File: config.mk
export PLATFORM = sky130hd
export DESIGN_NAME = muldiv
export DESIGN_NICKNAME = d
export VERILOG_FILES = /design/src/rtl/muldiv.sv
export SDC_FILE = /design/constraint.sdc
export NUM_CORES = 1
export LEC_CHECK = 0
export BUFFER_PORTS_ARGS = -buffer_cell sky130_fd_sc_hd__buf_2
export CORE_MARGIN = 5
export CORE_UTILIZATION = 55
export DETAILED_ROUTE_END_ITERATION = 16
export PLACE_DENSITY = 0.74
export SLEW_MARGIN = 25
export SYNTH_ARGS = -nofsm -noshare
export SYNTH_HDL_FRONTEND = slang
export SYNTH_SLANG_ARGS = --single-unit
File: constraint.sdc
create_clock -name clk -period 4.85 [get_ports clk]
set_input_delay 0.2425 -clock clk [delete_from_list [all_inputs] [get_ports clk]]
set_output_delay 0.2425 -clock clk [all_outputs]
set_load 0.01 [all_outputs]
File: src/rtl/muldiv.sv
// muldiv: iterative 32-bit signed/unsigned multiply and divide unit with HI/LO registers.
// One result bit per CALC cycle; FIX applies sign correction and writes hi/lo.
module muldiv (
    input  logic        clk,
    input  logic        rst,
    input  logic        start,
    input  logic [2:0]  op,
    input  logic [31:0] A,
    input  logic [31:0] B,
    output logic        busy,
    output logic        done,
    output logic [31:0] hi,
    output logic [31:0] lo
);
    typedef enum logic [1:0] {IDLE, CALC, FIX} state_t;
    state_t state, state_next;
    logic [4:0]  cnt;
    logic [63:0] p, p_calc, prod;
    logic [31:0] m, a_r, a_mag, b_mag, quot, rem;
    logic [32:0] mul_sum, r_sh, diff;
    logic        is_div, neg_res, neg_rem, div_zero, sgn, go;

    assign sgn   = ~op[0];
    assign go    = start && !op[2];
    assign a_mag = (sgn && A[31]) ? -A : A;
    assign b_mag = (sgn && B[31]) ? -B : B;
    // p holds {partial product, multiplier} for multiply and {remainder, dividend/quotient} for divide
    assign mul_sum = {1'b0, p[63:32]} + (p[0] ? {1'b0, m} : 33'd0);
    assign r_sh    = {p[63:32], p[31]};
    assign diff    = r_sh - {1'b0, m};
    assign p_calc  = !is_div ? {mul_sum, p[31:1]}
                   : diff[32] ? {r_sh[31:0], p[30:0], 1'b0} : {diff[31:0], p[30:0], 1'b1};
    assign prod = neg_res ? -p : p;
    assign quot = neg_res ? -p[31:0] : p[31:0];
    assign rem  = neg_rem ? -p[63:32] : p[63:32];

    always_comb begin
        state_next = state;
        state_next = (state == IDLE && go) ? CALC
                   : (state == CALC && cnt == 5'd31) ? FIX
                   : (state == FIX) ? IDLE : state;
    end

    always_ff @(posedge clk) begin
        if (rst) begin
            state    <= IDLE;
            busy     <= 1'b0;
            done     <= 1'b0;
            hi       <= '0;
            lo       <= '0;
            cnt      <= '0;
            p        <= '0;
            m        <= '0;
            a_r      <= '0;
            is_div   <= 1'b0;
            neg_res  <= 1'b0;
            neg_rem  <= 1'b0;
            div_zero <= 1'b0;
        end else begin
            state <= state_next;
            busy  <= state_next != IDLE;
            done  <= state == FIX;
            if (state == IDLE && start) begin
                if (op == 3'b100) hi <= A;
                if (op == 3'b101) lo <= A;
                if (go) begin
                    cnt      <= '0;
                    p        <= {32'd0, op[1] ? a_mag : b_mag};
                    m        <= op[1] ? b_mag : a_mag;
                    a_r      <= A;
                    is_div   <= op[1];
                    neg_res  <= sgn && (A[31] ^ B[31]);
                    neg_rem  <= sgn && A[31];
                    div_zero <= op[1] && B == 32'd0;
                end
            end
            if (state == CALC) begin
                p   <= p_calc;
                cnt <= cnt + 5'd1;
            end
            if (state == FIX) begin
                hi <= div_zero ? a_r : is_div ? rem : prod[63:32];
                lo <= div_zero ? 32'hFFFF_FFFF : is_div ? quot : prod[31:0];
            end
        end
    end
endmodule

Word level (Yosys, flattened, before mapping) --
Cells that the tools add are included.
Word-level totals: flip-flop bits (word level) 205, latch bits 0, RAM bits 0, memory bits (read-only) 0, input bits 70, output and inout port bits 66, logic and storage cells 78, memories kept 0
Cells by class: $add $sub $neg 8, multiply operators 0, divide/modulo/power cells 0, magnitude comparators 0, eq/ne operators 5, shift operators 0, muxes and demuxes 29, bitwise gates (word level) 2, reduce and logical (&&, ||, !) cells 21
Operator list (count):
- $mux W32 | 17
- $mux W64 | 6
- $neg A32 Y32 | 4
- $neg A64 Y64 | 1
- $add A32 B32 Y33 | 1
- $sub A33 B32 Y33 | 1
- $logic_not A32 Y1 | 1
- $mux W5 | 3
- $reduce_bool A2 Y1 | 6
- $logic_and A1 B1 Y1 | 8
- $reduce_and A2 Y1 | 4
- $eq A3 B3 Y1 const B | 2
- $mux W2 | 3
- $add A5 B1 Y5 const B | 1
- $eq A5 B5 Y1 const B | 1
- $eq A2 B1 Y1 const B | 1
- $eq A2 B2 Y1 const B | 1
- $logic_not A2 Y1 | 1
- $logic_not A1 Y1 | 1
- $not A1 Y1 | 1
- $xor A1 B1 Y1 | 1

Depth between registers and ports, before layout --
word-level depth 7, mapped depth 15, mapped depth without buffers 13

Worst setup path after synthesis --
OpenSTA, ideal clock, no wires.
path kind register to register, start point register p[0], end point register p[57], setup time 0.117 ns, arrival 3.193 ns, required time 4.733 ns, setup slack 1.539 ns, cell stages (with the launch flop) 15, path buffers 2, period minus slack after synthesis 3.311 ns, path through dfxtp_1 > clkbuf_1 > inv_1 > clkbuf_1 > nor2_1 > ha_1 > a21o_1 > a21o_1 > a21oi_1 > nand2_1 > a221oi_1 > o21ai_0 > a211o_1 > a31o_2 > a32o_1
Between the ends: cells in the longest elaborated chain, start to end 4
Ends and longest elaborated chain:
- start, declared | RTL line 18 | logic [63:0] p, p_calc, prod;
- start signal, assigned | RTL line 68 | p <= {32'd0, op[1] ? a_mag : b_mag};
- start signal, assigned | RTL line 78 | p <= p_calc;
- $mux W32 | RTL line 28 | assign mul_sum = {1'b0, p[63:32]} + (p[0] ? {1'b0, m} : 33'd0);
- $add A32 B32 Y33 | RTL line 28
- $mux W64 | RTL line 31 | assign p_calc = !is_div ? {mul_sum, p[31:1]}
- $mux W64 | RTL line 77 | if (state == CALC) begin
Every way passes these cells. A chain may end at the register's enable or synchronous reset.

Final worst setup path --
Ends and elaborated chain as after synthesis.

==> run_results.csv <==
group,metric,value,unit
worst_setup_path,cp_slowest_stage_delay,660,ps
synthesis,synth-seq-cells,205,
detailed_routing,vias_per_cell,6.62,
worst_setup_path,crit_slowest_cell,"a221oi_1",
worst_setup_path,startpoint,"p[0]",
global_route,grt_pass1_vias,15641,
synthesis,yosysTopAreaCellShare,0.251,
timing,rsz0062_at_grt,"no",
worst_setup_path,r2r_setup_slack,740,ps
power,power.switching,1.65,mW
final_layout,instances_no_fill,2588,
global_route,gr-usage-all-layers,0.336,
detailed_routing,wl_per_cell,22.9,microns
timing,tns,0,ps
global_route,use_met3,0.0534,
clocking,clkSinkCount,205,
floorplan,die_area,33300,sq um
clocking,path_clk_slew,60,ps
power,comb_power_share,0.243,
timing,report.final.hold_viol_count,0,
clocking,cts_setup_buffers,0,
power,power,5.03,mW
final_layout,nets,2325,
clocking,cts_tree,"built",
worst_setup_path,worstReg2RegEnd,"p[57]",
power,clockPowerShare,0.388,
synthesis,ys_top_cells_by_area,"dfxtp_1 (25%), mux2i_1 (6.3%), nand2_1 (5.6%)",
timing,worst-slew-pin-transition,932,ps
floorplan,die_w,182,microns
timing,fin_worst_skew,33.3,ps
floorplan,start_util,0.555,
synthesis,yosysMostFrequentCell,"nand2_1",
power,p_int,3.38,mW
clocking,cts_buffers,24,
power,leakagePower,7.51,nW
floorplan,io_pins,136,
detailed_routing,drt_first_pass_iters,6,
synthesis,yosys.area.top_type,"dfxtp_1",
synthesis,synthCells,2154,
clocking,ctsLongestPathBuffers,3,
synthesis,syn_area,16400,sq um
place,gp_congestion,0.975,
worst_setup_path,cp_cell_sequence,"inv_1, buf_4, nor2_1, ha_1, a21oi_1, nand2_1, o21ai_1, o31ai_1, a221oi_1, o21ai_0, a211o_1, a31o_2, a32o_1",
clocking,cts-resized-gates,0,
worst_setup_path,critPathArrivalTime,4530,ps
synthesis,ys_seq_area_frac,0.251,
final_layout,final_layout_size_suffix_gt1_frac,0.116,
worst_setup_path,endpoint,"p[57]",
status,status,"complete, no violations",
timing,slew_headroom,0.376,
floorplan,die_h,182,microns
worst_setup_path,r2r_start,"p[0]",
place,place_inst,2547,
global_route,grt_pass1_wl,89700,microns
clocking,clkLatencyLatePin,550,ps
global_route,grt_use_met2,0.537,
final_layout,area_delta_synth_final,9.94,%
timing,fmax,0.243,GHz
synthesis,synth_cell_type_count,88,
worst_setup_path,critPathLaunchType,"flip-flop",
final_layout,fillers,2732,
global_route,busiest_layer,"met2",
synthesis,synth_edf_count,0,
synthesis,synth_area_per_cell,7.59,sq um
worst_setup_path,crit_path_end_kind,"flip-flop",
detailed_routing,finalWirelength,59200,microns
timing,hold_slack,33.8,ps
synthesis,synth_ff_type,"dfxtp_1",
worst_setup_path,required,5270,ps
synthesis,synthArstFlopShare,0,
synthesis,yosysWarnings,0,
timing,setup_viol,0,
place,dp_hpwl,43800,microns
worst_setup_path,worstSetupPathType,"reg2reg",
job,maxCapViolCount,0,
synthesis,synth_common_cells,"nand2_1 (245), dfxtp_1 (205), a21oi_1 (182)",
synthesis,synth_fp_nets,2296,
clocking,cts-hold-fix-buffers,0,
power,peakVddDrop,0.000230,V
clocking,root_buffer,"clkbuf_16",
detailed_routing,vias,17130,
detailed_routing,postRouteAntennaNets,0,
worst_setup_path,worstPathMaxFanout,18,
detailed_routing,drc,0,
min_path,hold_path_class,"in2reg",
detailed_routing,drt_iter0_drc,1968,
floorplan,rows,63,
worst_setup_path,reg2reg_depth,13,
final_layout,diodes,0,
floorplan,core,29500,sq um
power,switching_share,0.329,
timing,layout_min_cycle_time,4110,ps
clocking,cts_htree_levels,1,
final_layout,utilization,0.610,
global_route,grt_max_degree,79,
power,seq_power_share,0.370,
timing,period_share,0.847,
place,io_buffers,135,
global_route,gr-total-overflow,0,
power,powerDensity,280,nW/um^2
global_route,use_met1,0.441,
global_route,antenna_found_initial,1,
timing,slew_violations,0,
## routing by layer
layer / up-vias / wire length, microns
li1: 7945 / -
met1: 8113 / 23300
met2: 880 / 26700
met3: 192 / 5510
met4: 0 / 3730
met5: - / 0
## worst max-delay path, delay by kind of cell (launching register included)
family | cells | cell delay [ps]
adder cells (fa/ha/maj) | 1 | 280
buffers and inverters | 2 | 450
AO/OA/AOI/OAI | 8 | 2430
AND/OR/NAND/NOR | 2 | 190
flip-flops | 1 | 580
## through the flow
step,cell area [sq um],setup slack [ps]
after floorplan,16400,1540
after global placement,17100,894
after detailed placement,17100,796
after CTS,18000,804
after global routing,18000,471
final,18000,742
## registers in the layout (all words and copies together), names as in the netlist
signal,cells
a_r,32
busy,1
cnt,5
div_zero,1
done,1
hi,32
is_div,1
lo,32
m,32
neg_rem,1
neg_res,1
p,64
state,2
## layout by cell type, fill, tap and decap left out, drive strengths merged, types with 19 or more instances in the layout
cell,count
a211oi,68
a21o,45
mux2i,103
buf,168
nor3,43
nand3,49
a21oi,183
a31oi,28
nor2b,23
xor2,96
or3,19
a221oi,41
o21ai,125
inv,63
o31ai,29
dfxtp,205
o211ai,39
nor4,24
nand2b,27
ha,70
nand2,245
clkbuf,33
nor2,178
xnor2,67
## power by group through the flow
stage / Clock [mW] / Combinational (mW) / Sequential [mW]
5_1_grt: 2.02 / 1.31 / 1.87
3_5_place_dp: 0 / 1.18 / 1.89
3_3_place_gp: 0 / 1.17 / 1.89
4_1_cts: 1.96 / 1.19 / 1.85
6_report: 1.95 / 1.22 / 1.86
2_1_floorplan: 0 / 0.869 / 1.84
## cell families after synthesis
| kind of cell | share of synthesized area |
|---|---|
| AOI/OAI and AO/OA | 0.279 |
| xor gates and xnor gates | 0.0878 |
| adders and majority gates | 0.0560 |
| buffers and inverters | 0.0557 |
| DFF | 0.251 |
| muxes | 0.0658 |
| and+or+nand+nor | 0.205 |
## worst min path at each step
stage | start | endpoint | depth (start not counted)
final | A[5] | a_r[5] | 3
after global routing | A[1] | a_r[1] | 3
after CTS | A[1] | a_r[1] | 3
after detailed placement | hi[24] | hi[24] | 1
after global placement | hi[16] | hi[16] | 1
after floorplan | A[18] | a_r[18] | 2
## area by class of cell
cell class	count	area [sq um]	share of cell area
Clock buffer	33	674	0.0375
Multi-Input combinational cell	1721	11400	0.634
Sequential cell	205	4110	0.228
Timing Repair Buffer	168	926	0.0515
Tap cell	390	488	0.0271
Inverter	63	236	0.0132
Clock inverter	8	151	0.00842
(Power assumes the default switching activity.)
